===== src/rtl/cache_pkg.sv =====
// Shared types and address-field helpers for the direct-mapped cache.
// Byte addresses carry a 2-byte word: bit 0 is dropped, then OFF, IDX, TAG.
package cache_pkg;

  typedef enum logic [1:0] {IDLE, FILL, WRITE} state_t;

  function automatic int unsigned off_w(input int unsigned wpl);
    return $clog2(wpl);
  endfunction

  function automatic int unsigned idx_w(input int unsigned lines);
    return $clog2(lines);
  endfunction

  function automatic int unsigned tag_w(input int unsigned addr_w,
                                        input int unsigned lines,
                                        input int unsigned wpl);
    return addr_w - 1 - off_w(wpl) - idx_w(lines);
  endfunction

  function automatic logic [31:0] addr_off(input logic [31:0] addr,
                                           input int unsigned wpl);
    return (addr >> 1) & (wpl - 1);
  endfunction

  function automatic logic [31:0] addr_idx(input logic [31:0] addr,
                                           input int unsigned lines,
                                           input int unsigned wpl);
    return (addr >> (1 + off_w(wpl))) & (lines - 1);
  endfunction

  function automatic logic [31:0] addr_tag(input logic [31:0] addr,
                                           input int unsigned lines,
                                           input int unsigned wpl);
    return addr >> (1 + off_w(wpl) + idx_w(lines));
  endfunction

endpackage


===== src/rtl/dm_cache_array.sv =====
// Tag/valid/data storage: combinational read, synchronous word write,
// line validate and flush-all. Only the valid bits are reset.
module dm_cache_array #(
  parameter int unsigned DATA_W = 16,
  parameter int unsigned TAG_W  = 9,
  parameter int unsigned IDX_W  = 3,
  parameter int unsigned OFF_W  = 2,
  parameter int unsigned LINES  = 8,
  parameter int unsigned WPL    = 4
) (
  input  logic              clk,
  input  logic              rst,
  input  logic [IDX_W-1:0]  rd_idx,
  input  logic [OFF_W-1:0]  rd_off,
  output logic              rd_valid,
  output logic [TAG_W-1:0]  rd_tag,
  output logic [DATA_W-1:0] rd_data,
  input  logic              wr_en,
  input  logic [IDX_W-1:0]  wr_idx,
  input  logic [OFF_W-1:0]  wr_off,
  input  logic [DATA_W-1:0] wr_data,
  input  logic              val_en,
  input  logic [IDX_W-1:0]  val_idx,
  input  logic [TAG_W-1:0]  val_tag,
  input  logic              flush
);

  logic [LINES-1:0]  valid;
  logic [TAG_W-1:0]  tag_mem  [LINES];
  logic [DATA_W-1:0] data_mem [LINES][WPL];

  always_ff @(posedge clk or posedge rst) begin
    if (rst) begin
      valid <= '0;
    end else if (flush) begin
      valid <= '0;
    end else if (val_en) begin
      valid[val_idx] <= 1'b1;
    end
  end

  always_ff @(posedge clk) begin
    if (val_en) begin
      tag_mem[val_idx] <= val_tag;
    end
    if (wr_en) begin
      data_mem[wr_idx][wr_off] <= wr_data;
    end
  end

  always_comb begin
    rd_valid = valid[rd_idx];
    rd_tag   = tag_mem[rd_idx];
    rd_data  = data_mem[rd_idx][rd_off];
  end

endmodule


===== src/rtl/dm_cache.sv =====
// Direct-mapped, write-through, no-write-allocate cache with CPU stall
// handshake, multi-word line fill, flush and saturating hit/miss counters.
module dm_cache
  import cache_pkg::*;
#(
  parameter int unsigned DATA_W = 16,
  parameter int unsigned ADDR_W = 16,
  parameter int unsigned LINES  = 8,
  parameter int unsigned WPL    = 4,
  parameter int unsigned CNT_W  = 16
) (
  input  logic              clk,
  input  logic              rst,
  input  logic              cpu_req,
  input  logic              cpu_wr,
  input  logic [ADDR_W-1:0] cpu_addr,
  input  logic [DATA_W-1:0] cpu_wdata,
  output logic [DATA_W-1:0] cpu_rdata,
  output logic              cpu_stall,
  input  logic              flush,
  output logic              mem_req,
  output logic              mem_wr,
  output logic [ADDR_W-1:0] mem_addr,
  output logic [DATA_W-1:0] mem_wdata,
  input  logic [DATA_W-1:0] mem_rdata,
  input  logic              mem_ack,
  output logic [CNT_W-1:0]  hit_cnt,
  output logic [CNT_W-1:0]  miss_cnt
);

  localparam int unsigned OFF_W = off_w(WPL);
  localparam int unsigned IDX_W = idx_w(LINES);
  localparam int unsigned TAG_W = tag_w(ADDR_W, LINES, WPL);

  state_t             state;
  logic [OFF_W-1:0]   cnt;
  logic [OFF_W-1:0]   cnt_next;
  logic               fill_done;

  logic [OFF_W-1:0]   off;
  logic [IDX_W-1:0]   idx;
  logic [TAG_W-1:0]   tag;

  logic               rd_valid;
  logic [TAG_W-1:0]   rd_tag;
  logic [DATA_W-1:0]  rd_data;
  logic               hit;
  logic               ack;
  logic               wr_en;
  logic [OFF_W-1:0]   wr_off;
  logic [DATA_W-1:0]  wr_data;
  logic               val_en;
  logic               flush_all;

  always_comb begin
    off      = OFF_W'(addr_off(32'(cpu_addr), WPL));
    idx      = IDX_W'(addr_idx(32'(cpu_addr), LINES, WPL));
    tag      = TAG_W'(addr_tag(32'(cpu_addr), LINES, WPL));
    cnt_next = cnt + 1'b1;
    hit      = rd_valid && (rd_tag == tag);
    ack      = mem_ack && mem_req;
    wr_en    = ack && ((state == FILL) || ((state == WRITE) && hit));
    wr_off   = (state == FILL) ? cnt : off;
    wr_data  = (state == FILL) ? mem_rdata : cpu_wdata;
    val_en   = ack && (state == FILL) && (cnt == '1);
    flush_all = flush && (state == IDLE);
  end

  // Stall must react in the request cycle so read hits complete with zero latency.
  always_comb begin
    cpu_stall = 1'b0;
    case (state)
      IDLE:    cpu_stall = cpu_req && (flush || cpu_wr || !hit);
      FILL:    cpu_stall = 1'b1;
      WRITE:   cpu_stall = !ack;
      default: cpu_stall = 1'b0;
    endcase
  end

  assign cpu_rdata = rd_data;

  dm_cache_array #(
    .DATA_W (DATA_W),
    .TAG_W  (TAG_W),
    .IDX_W  (IDX_W),
    .OFF_W  (OFF_W),
    .LINES  (LINES),
    .WPL    (WPL)
  ) u_array (
    .clk      (clk),
    .rst      (rst),
    .rd_idx   (idx),
    .rd_off   (off),
    .rd_valid (rd_valid),
    .rd_tag   (rd_tag),
    .rd_data  (rd_data),
    .wr_en    (wr_en),
    .wr_idx   (idx),
    .wr_off   (wr_off),
    .wr_data  (wr_data),
    .val_en   (val_en),
    .val_idx  (idx),
    .val_tag  (tag),
    .flush    (flush_all)
  );

  always_ff @(posedge clk or posedge rst) begin
    if (rst) begin
      state     <= IDLE;
      cnt       <= '0;
      fill_done <= 1'b0;
      mem_req   <= 1'b0;
      mem_wr    <= 1'b0;
      mem_addr  <= '0;
      mem_wdata <= '0;
      hit_cnt   <= '0;
      miss_cnt  <= '0;
    end else begin
      case (state)
        IDLE: begin
          fill_done <= 1'b0;
          if (!flush && cpu_req) begin
            if (cpu_wr) begin
              state     <= WRITE;
              mem_req   <= 1'b1;
              mem_wr    <= 1'b1;
              mem_addr  <= cpu_addr;
              mem_wdata <= cpu_wdata;
              if (hit) begin
                if (hit_cnt != '1) hit_cnt <= hit_cnt + 1'b1;
              end else begin
                if (miss_cnt != '1) miss_cnt <= miss_cnt + 1'b1;
              end
            end else if (!hit) begin
              state    <= FILL;
              cnt      <= '0;
              mem_req  <= 1'b1;
              mem_wr   <= 1'b0;
              mem_addr <= {tag, idx, {OFF_W{1'b0}}, 1'b0};
              if (miss_cnt != '1) miss_cnt <= miss_cnt + 1'b1;
            end else if (!fill_done) begin
              // The access that triggered a fill was already counted as a miss.
              if (hit_cnt != '1) hit_cnt <= hit_cnt + 1'b1;
            end
          end
        end
        FILL: begin
          if (ack) begin
            cnt <= cnt_next;
            if (cnt == '1) begin
              state     <= IDLE;
              mem_req   <= 1'b0;
              fill_done <= 1'b1;
            end else begin
              mem_addr <= {tag, idx, cnt_next, 1'b0};
            end
          end
        end
        WRITE: begin
          if (ack) begin
            state   <= IDLE;
            mem_req <= 1'b0;
            mem_wr  <= 1'b0;
          end
        end
        default: begin
          state   <= IDLE;
          mem_req <= 1'b0;
          mem_wr  <= 1'b0;
        end
      endcase
    end
  end

endmodule


===== config.mk =====
export PLATFORM = sky130hd
export DESIGN_NAME = dm_cache
export DESIGN_NICKNAME = d
export VERILOG_FILES = /design/src/rtl/cache_pkg.sv /design/src/rtl/dm_cache_array.sv /design/src/rtl/dm_cache.sv
export SDC_FILE = /design/constraint.sdc
export NUM_CORES = 1
export LEC_CHECK = 0
export CAP_MARGIN = 20
export CORE_ASPECT_RATIO = 1.5
export CORE_MARGIN = 8
export CORE_UTILIZATION = 55
export DETAILED_ROUTE_END_ITERATION = 12
export PLACE_DENSITY = 0.74
export SLEW_MARGIN = 20
export SYNTH_ARGS = -nofsm -noshare
export SYNTH_HDL_FRONTEND = slang
export SYNTH_SLANG_ARGS = --single-unit

===== constraint.sdc =====
create_clock -name clk -period 8.5 [get_ports clk]
set_clock_uncertainty 0.05 [all_clocks]
set_input_delay 0.85 -clock clk [delete_from_list [all_inputs] [get_ports clk]]
set_output_delay 0.85 -clock clk [all_outputs]
set_load 0.02 [all_outputs]

==> impl_metrics.tcl <==
set metrics [dict create \
    status "completed" \
    synth-seq-cells 671 \
    synth_cell_types 64 \
    post-route-drc-count 0 \
    drive_gt1_frac 0.143 \
    area_delta_synth_final_pct 15.9 \
    ys_seq_area_frac 0.744 \
    post_cts_buffers 0 \
    r2r_cells 10 \
    synth-async-reset-ratio 0.118 \
    required_ns 7.60 \
    dp_hpwl_um 45000 \
    cts_buffers 58 \
    hold_violations 0 \
    max_stage_delay_ns 0.82 \
    die_w_um 195 \
    rsz0062_at_grt "no" \
    cts-resized-gates 0 \
    path_clk_slew_ns 0.06 \
    relSlewSlack 0.241 \
    yosys_warnings 0 \
    start_util 0.556 \
    slowest_stage "a311oi_1" \
    viasPerCell 6.59 \
    cts.root.buffer_cell "clkbuf_16" \
    peakVddDrop_uv 217 \
    syn_area_per_cell_um2 15.5 \
    drt_iter0_markers 2442 \
    yosys.area.top_type "edfxtp_1" \
    synth_edf_count 592 \
    drt_first_pass_iters 6 \
    rows 98 \
    syn_area_um2 26500 \
    routedWlPerCell_um 29.3 \
    h-tree-depth 2 \
    period_minus_slack_ns 5.62 \
    dieArea_um2 55700 \
    crit_top_cell "buf_4" \
    ios 137 \
    antenna_found_initial 1 \
    synth_area_leaders "edfxtp_1, dfrtp_1, mux2i_1" \
    synth_common_cells "edfxtp_1, nand2_1, nor2_1" \
    yosysMostFrequentCell "edfxtp_1" \
    portBuffers 136 \
    fmax_ghz 0.178 \
    place.gp.congestion 0.890 \
    hp-class "register to register" \
    cellLeakagePower_uw 0.0105 \
    cp_cell_sequence "buf_4 -> buf_4 -> or2_2 -> nor2_2 -> buf_4 -> a221oi_1 -> o21ai_0 -> a21oi_1 -> a311oi_1 -> a31o_2 -> clkdlybuf4s50_1" \
    powerDensity_nw_per_um2 264 \
    fillers 3360 \
    hold_depth 1 \
    synthFlopType "edfxtp_1" \
    die_h_um 285 \
    fin_cells 2525 \
    cap_viol_max_count 0 \
    fin_total_pwr_uw 8110 \
    cts_buffer_depth 3 \
    clock_latency_ns 0.60 \
    hold_buffers 0 \
    worstSetupPathType "primary input to primary output" \
    grt_pass1_vias 16682 \
    timing.final.ws_setup_ns 2.88 \
    overflow 0 \
    core_um2 47700 \
    endpoint_kind "primary output" \
    slew_viol_final 0 \
    track_usage 0.261 \
    crit_path_max_fanout 52 \
    synth.top_cell.area_share 0.670 \
    fin_nets 1939 \
    grt_pass1_wl_um 108000 \
    setup_violations 0 \
    clock_sinks 671 \
    synth_nets 1768 \
    worst_pin_slew_ns 1.13 \
    fin_tns_setup_ns 0 \
    dpl.cell_count 2422 \
    wl_um 73900 \
    syn_inst 1711 \
    cp-start-kind "primary input" \
    via_count 16644 \
    arrival_ns 4.72 \
    min_period_over_period 0.661 \
    grt_max_degree 80 \
    post-place-ws_ns 2.75 \
    cts_tree "built" \
    ant_nets 0 \
]
-- metal layers --
metal / vias to the layer above / share of wire / wire length [um] / GRT usage
li1: 6984 / - / - / -
met1: 8315 / 0.35 / 25500 / 0.315
met2: 1092 / 0.50 / 37000 / 0.441
met3: 253 / 0.093 / 6890 / 0.0454
met4: 0 / 0.061 / 4540 / 0.145
met5: - / 0 / 0 / 0
-- flip-flops by register name, summed over array words and instances, names as in the netlist --
name,flops
u_array.data_mem,512
cnt,2
state,2
mem_addr,16
mem_req,1
hit_cnt,16
miss_cnt,16
mem_wdata,16
u_array.tag_mem,80
mem_wr,1
fill_done,1
u_array.valid,8
-- area by class of cell --
| type | count | area, um2 | share of cell area |
|---|---|---|---|
| Antenna cell | 1 | 2.50 | 0.0000814 |
| Tap cell | 600 | 751 | 0.0244 |
| Timing Repair Buffer | 208 | 1900 | 0.0617 |
| Multi-Input combinational cell | 931 | 6530 | 0.212 |
| Clock buffer | 74 | 1530 | 0.0499 |
| Sequential cell | 671 | 19800 | 0.643 |
| Inverter | 12 | 46.3 | 0.00151 |
| Clock inverter | 28 | 226 | 0.00737 |
-- path summary, 6_finish.rpt --
check	from	end	slack, ns
min	hit_cnt[5]$_DFFE_PP0P_	hit_cnt[5]$_DFFE_PP0P_	0.45
min in group asynchronous	rst	miss_cnt[5]$_DFFE_PP0P_	0.73
max	cpu_addr[3]	cpu_rdata[5]	2.88
max in group asynchronous	rst	mem_addr[7]$_DFFE_PP0P_	7.14
max reg2reg	u_array.tag_mem[2][8]$_DFFE_PP_	u_array.data_mem[1][28]$_DFFE_PP_	4.17
min reg2reg	hit_cnt[5]$_DFFE_PP0P_	hit_cnt[5]$_DFFE_PP0P_	0.45
-- cells in the final DEF (no fill, tap or decap), drive strengths merged, types with 23 or more instances in the layout --
| cell type | netlist | final |
|---|---|---|
| nand3 | 61 | 61 |
| mux2i | 70 | 70 |
| buf | 31 | 76 |
| mux2 | 49 | 49 |
| clkbuf | 66 | 74 |
| a22oi | 73 | 73 |
| a221oi | 27 | 27 |
| nor3 | 41 | 41 |
| nand2 | 166 | 166 |
| xor2 | 23 | 23 |
| clkdlybuf4s50 | 0 | 132 |
| o21ai | 62 | 62 |
| dfrtp | 79 | 79 |
| mux4 | 27 | 27 |
| clkinv | 0 | 25 |
| a21oi | 73 | 73 |
| edfxtp | 592 | 592 |
| nor2 | 88 | 88 |
-- where the power goes --
| part | internal, uW | switching (uW) |
|---|---|---|
| Sequential | 4040 | 90.4 |
| Clock | 1360 | 1140 |
| Combinational | 470 | 1010 |
| Total | 5870 | 2250 |
-- through the flow --
stage	utilization	cell area [um2]	hold WS (ns)
after global placement	0.607	28900	0.418
after floorplan	-	26500	0.407
after global routing	0.645	30700	0.469
final	0.645	30700	0.452
after CTS	0.644	30700	0.453
after detailed placement	0.607	29000	0.437
-- logic make-up (layout without fill, tap and decap cells) --
logic type,after synthesis,after routing,synth area share
AO/OA/AOI/OAI,306,306,0.0771
XOR/XNOR,35,35,0.0116
adder cells (fa/ha/maj),3,3,0.00141
buffers and inverters,109,322,0.0169
flip-flops,671,671,0.744
multiplexers,146,146,0.0701
other,0,1,0
AND/OR/NAND/NOR,441,441,0.0784
-- worst max-delay path, delay by kind of cell --
family | cells | cell delay, ns
simple gates | 2 | 0.56
buf+inv | 4 | 1.79
compound gates | 5 | 1.42
No activity file was read; power rests on OpenSTA's default activity.
